**src/rtl/sap_datapath.sv**
```systemverilog
// sap_datapath: register-level datapath of the SAP computer.
//
// Holds the PC, MAR, a 16x8 RAM, IR, ACC, B, an adder/subtractor and the
// OUT register, all sharing one combinational 8-bit bus. It executes the
// control word driven each cycle by instruction_decoder and returns the
// opcode in IR[7:5]. A host port can preload the RAM.
//
// Ports:
//   clk, rst_n                   clock, asynchronous active-low reset
//   inc_PC                       PC <= PC + 1 (wraps)
//   ld_MAR/ld_IR/ld_ACC/ld_Breg  load the named register from the bus
//   ld_out                       load OUT from the bus
//   ld_bus[2:0]                  bus source select
//   mem_wr                       RAM[MAR] <= bus
//   cin                          ALU mode: 0 = ACC+B, 1 = ACC-B
//   sum                          capture ALU carry/zero flags this edge
//   tx                           with ld_out, raises out_valid next cycle
//   prog_we/prog_addr/prog_data  host RAM write port (wins over mem_wr)
//   opcode                       IR[7:5]
//   out_data, out_valid          OUT register and its one-cycle strobe
//   pc                           current program counter
//   carry, zero                  registered ALU flags
module sap_datapath #(
   parameter int unsigned WIDTH = 8,
   parameter int unsigned AW    = 4
) (
   input  logic             clk,
   input  logic             rst_n,
   input  logic             inc_PC,
   input  logic             ld_MAR,
   input  logic             ld_IR,
   input  logic             ld_ACC,
   input  logic             ld_Breg,
   input  logic             ld_out,
   input  logic [2:0]       ld_bus,
   input  logic             mem_wr,
   input  logic             cin,
   input  logic             sum,
   input  logic             tx,
   input  logic             prog_we,
   input  logic [AW-1:0]    prog_addr,
   input  logic [WIDTH-1:0] prog_data,
   output logic [2:0]       opcode,
   output logic [WIDTH-1:0] out_data,
   output logic             out_valid,
   output logic [AW-1:0]    pc,
   output logic             carry,
   output logic             zero
);

   localparam logic [2:0] BusZero = 3'd0;
   localparam logic [2:0] BusPc   = 3'd1;
   localparam logic [2:0] BusIrA  = 3'd2;
   localparam logic [2:0] BusAcc  = 3'd3;
   localparam logic [2:0] BusAlu  = 3'd4;
   localparam logic [2:0] BusRam  = 3'd5;
   localparam logic [2:0] BusB    = 3'd6;
   localparam logic [2:0] BusNone = 3'd7;

   logic [AW-1:0]    pc_q;
   logic [AW-1:0]    mar_q;
   logic [WIDTH-1:0] ir_q;
   logic [WIDTH-1:0] acc_q;
   logic [WIDTH-1:0] b_q;
   logic [WIDTH-1:0] out_q;
   logic             carry_q;
   logic             zero_q;
   logic             out_valid_q;

   logic [WIDTH-1:0] mem_q [2**AW];

   logic [WIDTH-1:0] bus;
   logic [WIDTH-1:0] ram_rdata;
   logic [WIDTH-1:0] alu_b;
   logic [WIDTH:0]   alu_res;

   // IR[4] is stored but has no consumer.
   logic [WIDTH-4-AW:0] unused_ir_rsvd;
   assign unused_ir_rsvd = ir_q[WIDTH-4:AW];

   assign ram_rdata = mem_q[mar_q];

   // Subtract is ACC + ~B + 1, so carry-out 1 means no borrow.
   assign alu_b   = cin ? ~b_q : b_q;
   assign alu_res = {1'b0, acc_q} + {1'b0, alu_b} + {{WIDTH{1'b0}}, cin};

   always_comb begin
      bus = '0;
      unique case (ld_bus)
         BusZero: bus = '0;
         BusPc:   bus = {{(WIDTH-AW){1'b0}}, pc_q};
         BusIrA:  bus = {{(WIDTH-AW){1'b0}}, ir_q[AW-1:0]};
         BusAcc:  bus = acc_q;
         BusAlu:  bus = alu_res[WIDTH-1:0];
         BusRam:  bus = ram_rdata;
         BusB:    bus = b_q;
         BusNone: bus = '0;
         default: bus = '0;
      endcase
   end

   // Every load samples the pre-edge bus, so self-loads and PC-as-source
   // with inc_PC naturally use the old value.
   always_ff @(posedge clk or negedge rst_n) begin
      if (!rst_n) begin
         pc_q        <= '0;
         mar_q       <= '0;
         ir_q        <= '0;
         acc_q       <= '0;
         b_q         <= '0;
         out_q       <= '0;
         carry_q     <= 1'b0;
         zero_q      <= 1'b0;
         out_valid_q <= 1'b0;
      end else begin
         if (inc_PC)  pc_q  <= pc_q + AW'(1);
         if (ld_MAR)  mar_q <= bus[AW-1:0];
         if (ld_IR)   ir_q  <= bus;
         if (ld_ACC)  acc_q <= bus;
         if (ld_Breg) b_q   <= bus;
         if (ld_out)  out_q <= bus;
         if (sum) begin
            carry_q <= alu_res[WIDTH];
            zero_q  <= (alu_res[WIDTH-1:0] == '0);
         end
         out_valid_q <= ld_out & tx;
      end
   end

   // RAM has no reset; writes are suppressed while reset is asserted so a
   // write racing reset assertion is dropped. Host write beats mem_wr.
   always_ff @(posedge clk) begin
      if (rst_n) begin
         if (prog_we) begin
            mem_q[prog_addr] <= prog_data;
         end else if (mem_wr) begin
            mem_q[mar_q] <= bus;
         end
      end
   end

   assign opcode    = ir_q[WIDTH-1:WIDTH-3];
   assign out_data  = out_q;
   assign out_valid = out_valid_q;
   assign pc        = pc_q;
   assign carry     = carry_q;
   assign zero      = zero_q;

endmodule

```
**config.mk**
```make
export PLATFORM = sky130hd
export DESIGN_NAME = sap_datapath
export DESIGN_NICKNAME = d
export VERILOG_FILES = /design/src/rtl/sap_datapath.sv
export SDC_FILE = /design/constraint.sdc
export NUM_CORES = 1
export LEC_CHECK = 0
export ABC_AREA = 1
export CORE_UTILIZATION = 30
export CTS_BUF_LIST = sky130_fd_sc_hd__clkbuf_2 sky130_fd_sc_hd__clkbuf_4 sky130_fd_sc_hd__clkbuf_8
export CTS_CLUSTER_SIZE = 12
export DETAILED_ROUTE_END_ITERATION = 7
export RECOVER_POWER = 25
export SLEW_MARGIN = 0
export SYNTH_ARGS = -nofsm -noshare
export SYNTH_HDL_FRONTEND = slang
export SYNTH_SLANG_ARGS = --single-unit
```
**constraint.sdc**
```tcl
create_clock -name clk -period 4.8 [get_ports clk]
set_input_delay 0.96 -clock clk [delete_from_list [all_inputs] [get_ports clk]]
set_output_delay 0.96 -clock clk [all_outputs]
set_load 0.005 [all_outputs]
```
==> Word level (Yosys, flattened, before mapping) <==
Memories as Yosys holds them, arrays and structs flattened.
Cells that the tools add are included.
{ "totals": {"output_inout_bits": 18, "mem_count": 1, "elab_cells": 38, "ramBits": 128, "reg_bits": 43, "in_bits": 28} }
{ "classes": {"add_sub_neg": 3, "n_bitwise": 2, "eq_ne": 7, "muxes": 12, "n_reduce_logical": 4} }
{ "memory_table": {"columns": ["memory", "depth", "word_bits", "read_ports", "rd_ports_with_merged_regs", "wr", "line_no", "source"], "rows": [
  ["mem_q", 16, 8, 1, 0, 1, "70", "logic [WIDTH-1:0] mem_q [2**AW];"]
]} }
{ "ops": {"columns": ["cell", "count"], "rows": [
  ["8-bit one-hot mux with 7 select lines", 1],
  ["8-bit 2-to-1 mux", 2],
  ["3-bit == test, second input constant", 4],
  ["8-bit by 8-bit adder with 9-bit output", 1],
  ["9-bit by 1-bit adder with 9-bit output", 1],
  ["8-bit zero test", 1],
  ["1-bit 2-to-1 mux", 8],
  ["8-bit NOT", 1],
  ["8-bit OR reduction", 1],
  ["3-bit by 2-bit == test with 1-bit output, second input constant", 2],
  ["4-bit by 1-bit adder with 4-bit output, second input constant", 1],
  ["4-bit 2-to-1 mux", 1],
  ["3-bit by 1-bit == test with 1-bit output, second input constant", 1],
  ["3-bit zero test", 1],
  ["2-bit OR reduction", 1],
  ["1-bit bitwise AND", 1]
]} }

==> Longest topological paths before layout <==
{ "depth": {"depth_word": 6, "mapped_depth": 17, "mapped_depth_nobuf": 17} }

==> Worst setup path before layout <==
OpenSTA, ideal clock, no wires.
{ "synth_timing": {"path_type": "input port to flip-flop", "start": "input cin", "end": "memory mem_q[0][6], data pin", "setup_ns": 0.320, "n_path_buf": 1, "t_arrival_ns": 2.613, "cell_stages": 16, "setup_slack_ns": 1.868, "cell_sequence": "buf_2 -> nand2_1 -> nand2_1 -> inv_1 -> fa_1 -> nand3b_1 -> nand2_1 -> nand2_1 -> nand2_1 -> nand2_1 -> nand3_1 -> nand2_1 -> inv_1 -> nand2_2 -> nand2_1 -> nand2_1"} }
{ "synth_between": {"elab_chain_len": 5} }
{ "synth_rtl": {"columns": ["item", "line_no", "source"], "rows": [
  ["start, declared", "37", "input logic cin,"],
  ["8-bit 2-to-1 mux", "84", "assign alu_b = cin ? ~b_q : b_q;"],
  ["8-bit by 8-bit adder with 9-bit output", "85", "assign alu_res = {1'b0, acc_q} + {1'b0, alu_b} + {{WIDTH{1'b0}}, cin};"],
  ["9-bit by 1-bit adder with 9-bit output *", "85", null],
  ["8-bit one-hot mux with 7 select lines *", "89", "unique case (ld_bus)"],
  ["8-bit 2-to-1 mux (no line) *", null, null],
  ["end, declared", "70", null]
]} }
Mark *: on every way between the ends. The rest lies on a longest branch, timed or not.

==> Final worst setup path <==
{ "layout_timing": {"start": "register mar_q[0]", "end": "memory mem_q[5][0], data pin"} }
{ "layout_between": {"elab_chain_len": 3} }
{ "layout_rtl": {"columns": ["item", "line_no", "source"], "rows": [
  ["start, declared", "61", "logic [AW-1:0] mar_q;"],
  ["start signal, assigned", "117", "if (ld_MAR) mar_q <= bus[AW-1:0];"],
  ["memory 16 x 8 bit", null, null],
  ["8-bit one-hot mux with 7 select lines", "89", null],
  ["8-bit 2-to-1 mux (no line)", null, null]
]} }
No other way between the ends.

==> results.py <==
metrics = {
    "global_routing": {
        "top_usage_layer": "met2",
        "globalRouteMet3Util": 0.0280,
        "grt_use_met2": 0.235,
        "grt_max_degree": 70,
        "overflow": 0,
        "number_of_antenna_violations_at_the_first_check_in_global_routing": 0,
        "grt_first_pass_wirelength_um": 31000,
        "overall_track_demand_over_capacity_in_global_routing": 0.153,
        "gr-usage-met1": 0.220,
        "first_global_vias": 5593,
    },
    "timing": {
        "final.setup.worst_slack_ns": 1.19,
        "worstMarginPinSlew_ns": 2.37,
        "timing.final.crit_period_ns": 3.61,
        "clock.fmax_ghz": 0.277,
        "maxSlewViolCount": 113,
        "hold_viol": 0,
        "rsz0062_at_grt": "false",
        "worst_slew_margin_rel": -0.578,
        "setup_tns_ns": 0,
        "setup_viol": 0,
        "hold_slack_ns": 0.481,
        "skew_ns": 0.0203,
        "timing.final.crit_share": 0.753,
    },
    "critical_path": {
        "cpPeakStageDelay_ns": 1.14,
        "reg2regPathDepth": 11,
        "timing.critical_path.slowest_stage_cell": "sky130_fd_sc_hd__clkbuf_2",
        "cp.buffers_inverters": 1,
        "crit_chain": "clkbuf_2 -> nor2_1 -> nor2_1 -> o21ai_0 -> nand3_1 -> nand3_1 -> nand2_1 -> nand2_1 -> nand2_1 -> nand3_1 -> nand2_1",
        "worstSetupEndpointType": "register",
        "worst-path-max-fanout": 69,
        "startpoint_type": "register",
        "critPathTopFamily": "simple AND/OR/NAND/NOR gates",
        "cp_data_arrival_time_ns": 3.76,
        "timing.critical_path.depth": 11,
        "worst_ep_required_time_ns": 4.94,
        "crit_path_frequent_cell": "sky130_fd_sc_hd__nand2_1",
        "type_of_the_worst_setup_path": "register to register",
    },
    "clocking": {
        "clk_transition_reported_paths_ns": 0.09,
        "cts_num_sinks": 170,
        "numCtsBuffers": 17,
        "clock_latency_ns": 0.46,
        "cts_max_level": 4,
        "number_of_setup_buffers_added_after_cts": 0,
        "ctsResizeCount": 0,
        "cts-root-to-sink-buffers": 2,
        "ctsHoldBuffers": 0,
        "clockRootBuffer": "sky130_fd_sc_hd__clkbuf_8",
        "cts_tree": "done",
    },
    "hold_path": {
        "hold_path_class": "register to register",
        "worstHoldPathCells": 2,
    },
    "place": {
        "gp_routability_congestion": 0.812,
        "pre_cts_slack_ns": 0.823,
        "portBuffers": 45,
        "placed_cells": 1175,
        "hpwl_um": 13300,
    },
    "detailed_routing": {
        "wire_per_inst_um": 16.5,
        "count_of_vias_placed_by_the_detailed_router": 5804,
        "viasPerCell": 4.81,
        "drt_pass1_iterations": 7,
        "drtIter0Drc": 541,
        "total_drc_errors_in_the_routed_layout": 0,
        "wl_um": 19900,
        "antenna_left": 0,
    },
    "logic_synthesis": {
        "synth_compound_area_frac": 0.0510,
        "syn-instance-count": 827,
        "synth_mux_area_frac": 0,
        "synth.net_count": 866,
        "synth_area_per_cell_um2": 9.65,
        "main_combinational_cell_family_by_area_after_synthesis": "simple AND/OR/NAND/NOR gates",
        "netlist_top_cells_area": "sky130_fd_sc_hd__edfxtp_1, sky130_fd_sc_hd__dfrtp_1, sky130_fd_sc_hd__nand2_1",
        "number_of_flip_flops_and_latches_in_the_synthesized_netlist": 170,
        "synthesis.yosys.warnings": 0,
        "post_synth_fa_ha_maj_area_fraction": 0.0182,
        "post_synth_xor_area_fraction": 0.0132,
        "synthSimpleGateAreaFrac": 0.246,
        "synthesis.area_um2": 7980,
        "ys_seq_area_frac": 0.613,
        "number_of_distinct_standard_cells_referenced_by_the_synthesized_netlist": 37,
        "post-synth-top-area-fraction": 0.482,
        "post-synth-top-area-cell": "sky130_fd_sc_hd__edfxtp_1",
    },
    "die": {
        "row_cnt": 59,
        "chipWidth_um": 165,
        "top_level_ports": 46,
        "die_h_um": 165,
        "core_um2": 26100,
        "initial_utilization": 0.306,
        "die_ar_um2": 27300,
    },
    "cells_and_area": {
        "finish.cell_count_without_fillers": 1206,
        "final_core_utilization": 0.345,
        "final_layout_size_suffix_gt1_frac": 0.0654,
        "fin_nets": 898,
        "sequential_cell_area_um2": 4900,
        "commonest_non_fill_non_tap_cell_in_the_layout": "sky130_fd_sc_hd__nand2_1",
        "multi_input_area_um2": 2600,
        "layout.cells.most_common_list": "sky130_fd_sc_hd__nand2_1, sky130_fd_sc_hd__edfxtp_1, sky130_fd_sc_hd__nor2_1",
        "syn2layout_area_growth_pct": 12.8,
        "antenna-diode-count": 0,
        "fillers": 2643,
    },
    "status": {
        "status": "finished with violations",
        "failed_checks": "capacitance limit, slew limit",
    },
    "power_and_ir_drop": {
        "pwr_density_cell_nw_per_um2": 455,
        "power_leakage_nw": 3.75,
        "max_ir_drop_vdd_mv": 0.271,
    },
    "job": {
        "drv_cap": 2,
    },
}
[cells in the mapped netlist]
library cell	n
sky130_fd_sc_hd__a21boi_0	1
sky130_fd_sc_hd__a21o_1	1
sky130_fd_sc_hd__a21oi_1	6
sky130_fd_sc_hd__a22o_1	3
sky130_fd_sc_hd__a22oi_1	1
sky130_fd_sc_hd__buf_2	18
sky130_fd_sc_hd__buf_4	13
sky130_fd_sc_hd__buf_6	2
sky130_fd_sc_hd__clkbuf_1	3
sky130_fd_sc_hd__clkbuf_2	3
sky130_fd_sc_hd__dfrtp_1	42
sky130_fd_sc_hd__edfxtp_1	128
sky130_fd_sc_hd__fa_1	1
sky130_fd_sc_hd__ha_1	10
sky130_fd_sc_hd__inv_1	53
sky130_fd_sc_hd__inv_2	6
sky130_fd_sc_hd__inv_4	1
sky130_fd_sc_hd__nand2_1	243
sky130_fd_sc_hd__nand2_2	5
sky130_fd_sc_hd__nand2b_1	1
sky130_fd_sc_hd__nand3_1	81
sky130_fd_sc_hd__nand3_2	3
sky130_fd_sc_hd__nand3b_1	4
sky130_fd_sc_hd__nand4_1	3
sky130_fd_sc_hd__nor2_1	113
sky130_fd_sc_hd__nor2_4	2
sky130_fd_sc_hd__nor3_4	2
sky130_fd_sc_hd__nor3b_1	1
sky130_fd_sc_hd__o2111ai_1	2
sky130_fd_sc_hd__o211ai_1	6
sky130_fd_sc_hd__o211ai_2	2
sky130_fd_sc_hd__o21ai_0	40
sky130_fd_sc_hd__o21ai_1	8
sky130_fd_sc_hd__or2_0	3
sky130_fd_sc_hd__or2_2	4
sky130_fd_sc_hd__xnor2_1	2
sky130_fd_sc_hd__xor2_1	10
[logic make-up (layout without fill, tap and decap cells)]
kind of cell,Yosys count,count (layout)
buf+inv,99,143
fa+ha+maj,11,11
simple gates,465,465
xor+xnor,12,12
compound gates,70,70
flops,170,170
[per-stage QoR]
step / area (µm²) / power (mW)
2_1_floorplan: 7980 / 2.75
3_3_place_gp: 8660 / 3.18
3_5_place_dp: 8660 / 3.20
4_1_cts: 9030 / 4.14
5_1_grt: 9000 / 4.36
6_report: 9000 / 4.09
[flip-flops by register name, summed over array words and instances, names as in the netlist]
register	count
mem_q	128
acc_q	8
b_q	8
out_data	8
ir_q	7
mar_q	4
pc	4
carry	1
out_valid	1
zero	1
[per-layer routing]
metal,part of all wire,vias to the layer above
met1,0.46,2800
met4,0.013,0
met5,0,-
met3,0.060,21
met2,0.46,191
li1,-,2792
[where the power goes]
group	total (mW)	switching, mW	internal (mW)	leakage [nW]
Clock	0.957	0.579	0.378	0.180
Sequential	1.83	0.104	1.73	1.70
Combinational	1.31	0.854	0.453	1.87
Total	4.09	1.54	2.56	3.75
[path summary, 6_finish.rpt]
path	slack, ns	startpoint	end
worst min-delay path	0.48	out_data[2]$_DFFE_PN0P_	out_data[2]$_DFFE_PN0P_
worst max-delay path	1.19	mar_q[0]$_DFFE_PN0P_	mem_q[5][0]$_DFFE_PP_
worst max register to register	1.19	mar_q[0]$_DFFE_PN0P_	mem_q[5][0]$_DFFE_PP_
max in group asynchronous	1.75	rst_n	mar_q[0]$_DFFE_PN0P_
min in group asynchronous	1.52	rst_n	zero$_DFFE_PN0P_
worst min register to register	0.48	out_data[2]$_DFFE_PN0P_	out_data[2]$_DFFE_PN0P_
[worst min-delay path, cell delays in order, from the launching register on]
cell and delay, ns:
sky130_fd_sc_hd__dfrtp_1 0.35, sky130_fd_sc_hd__nand2_1 0.05, sky130_fd_sc_hd__nand2_1 0.06
[final cells by class]
cell class                      instances  area share
Clock buffer                           17      0.0260
Clock inverter                         14      0.0145
Inverter                               60      0.0253
Multi-Input combinational cell        558       0.289
Sequential cell                       170       0.544
Tap cell                              335      0.0466
Timing Repair Buffer                   52      0.0545
No activity file was read; power rests on OpenSTA's default activity.
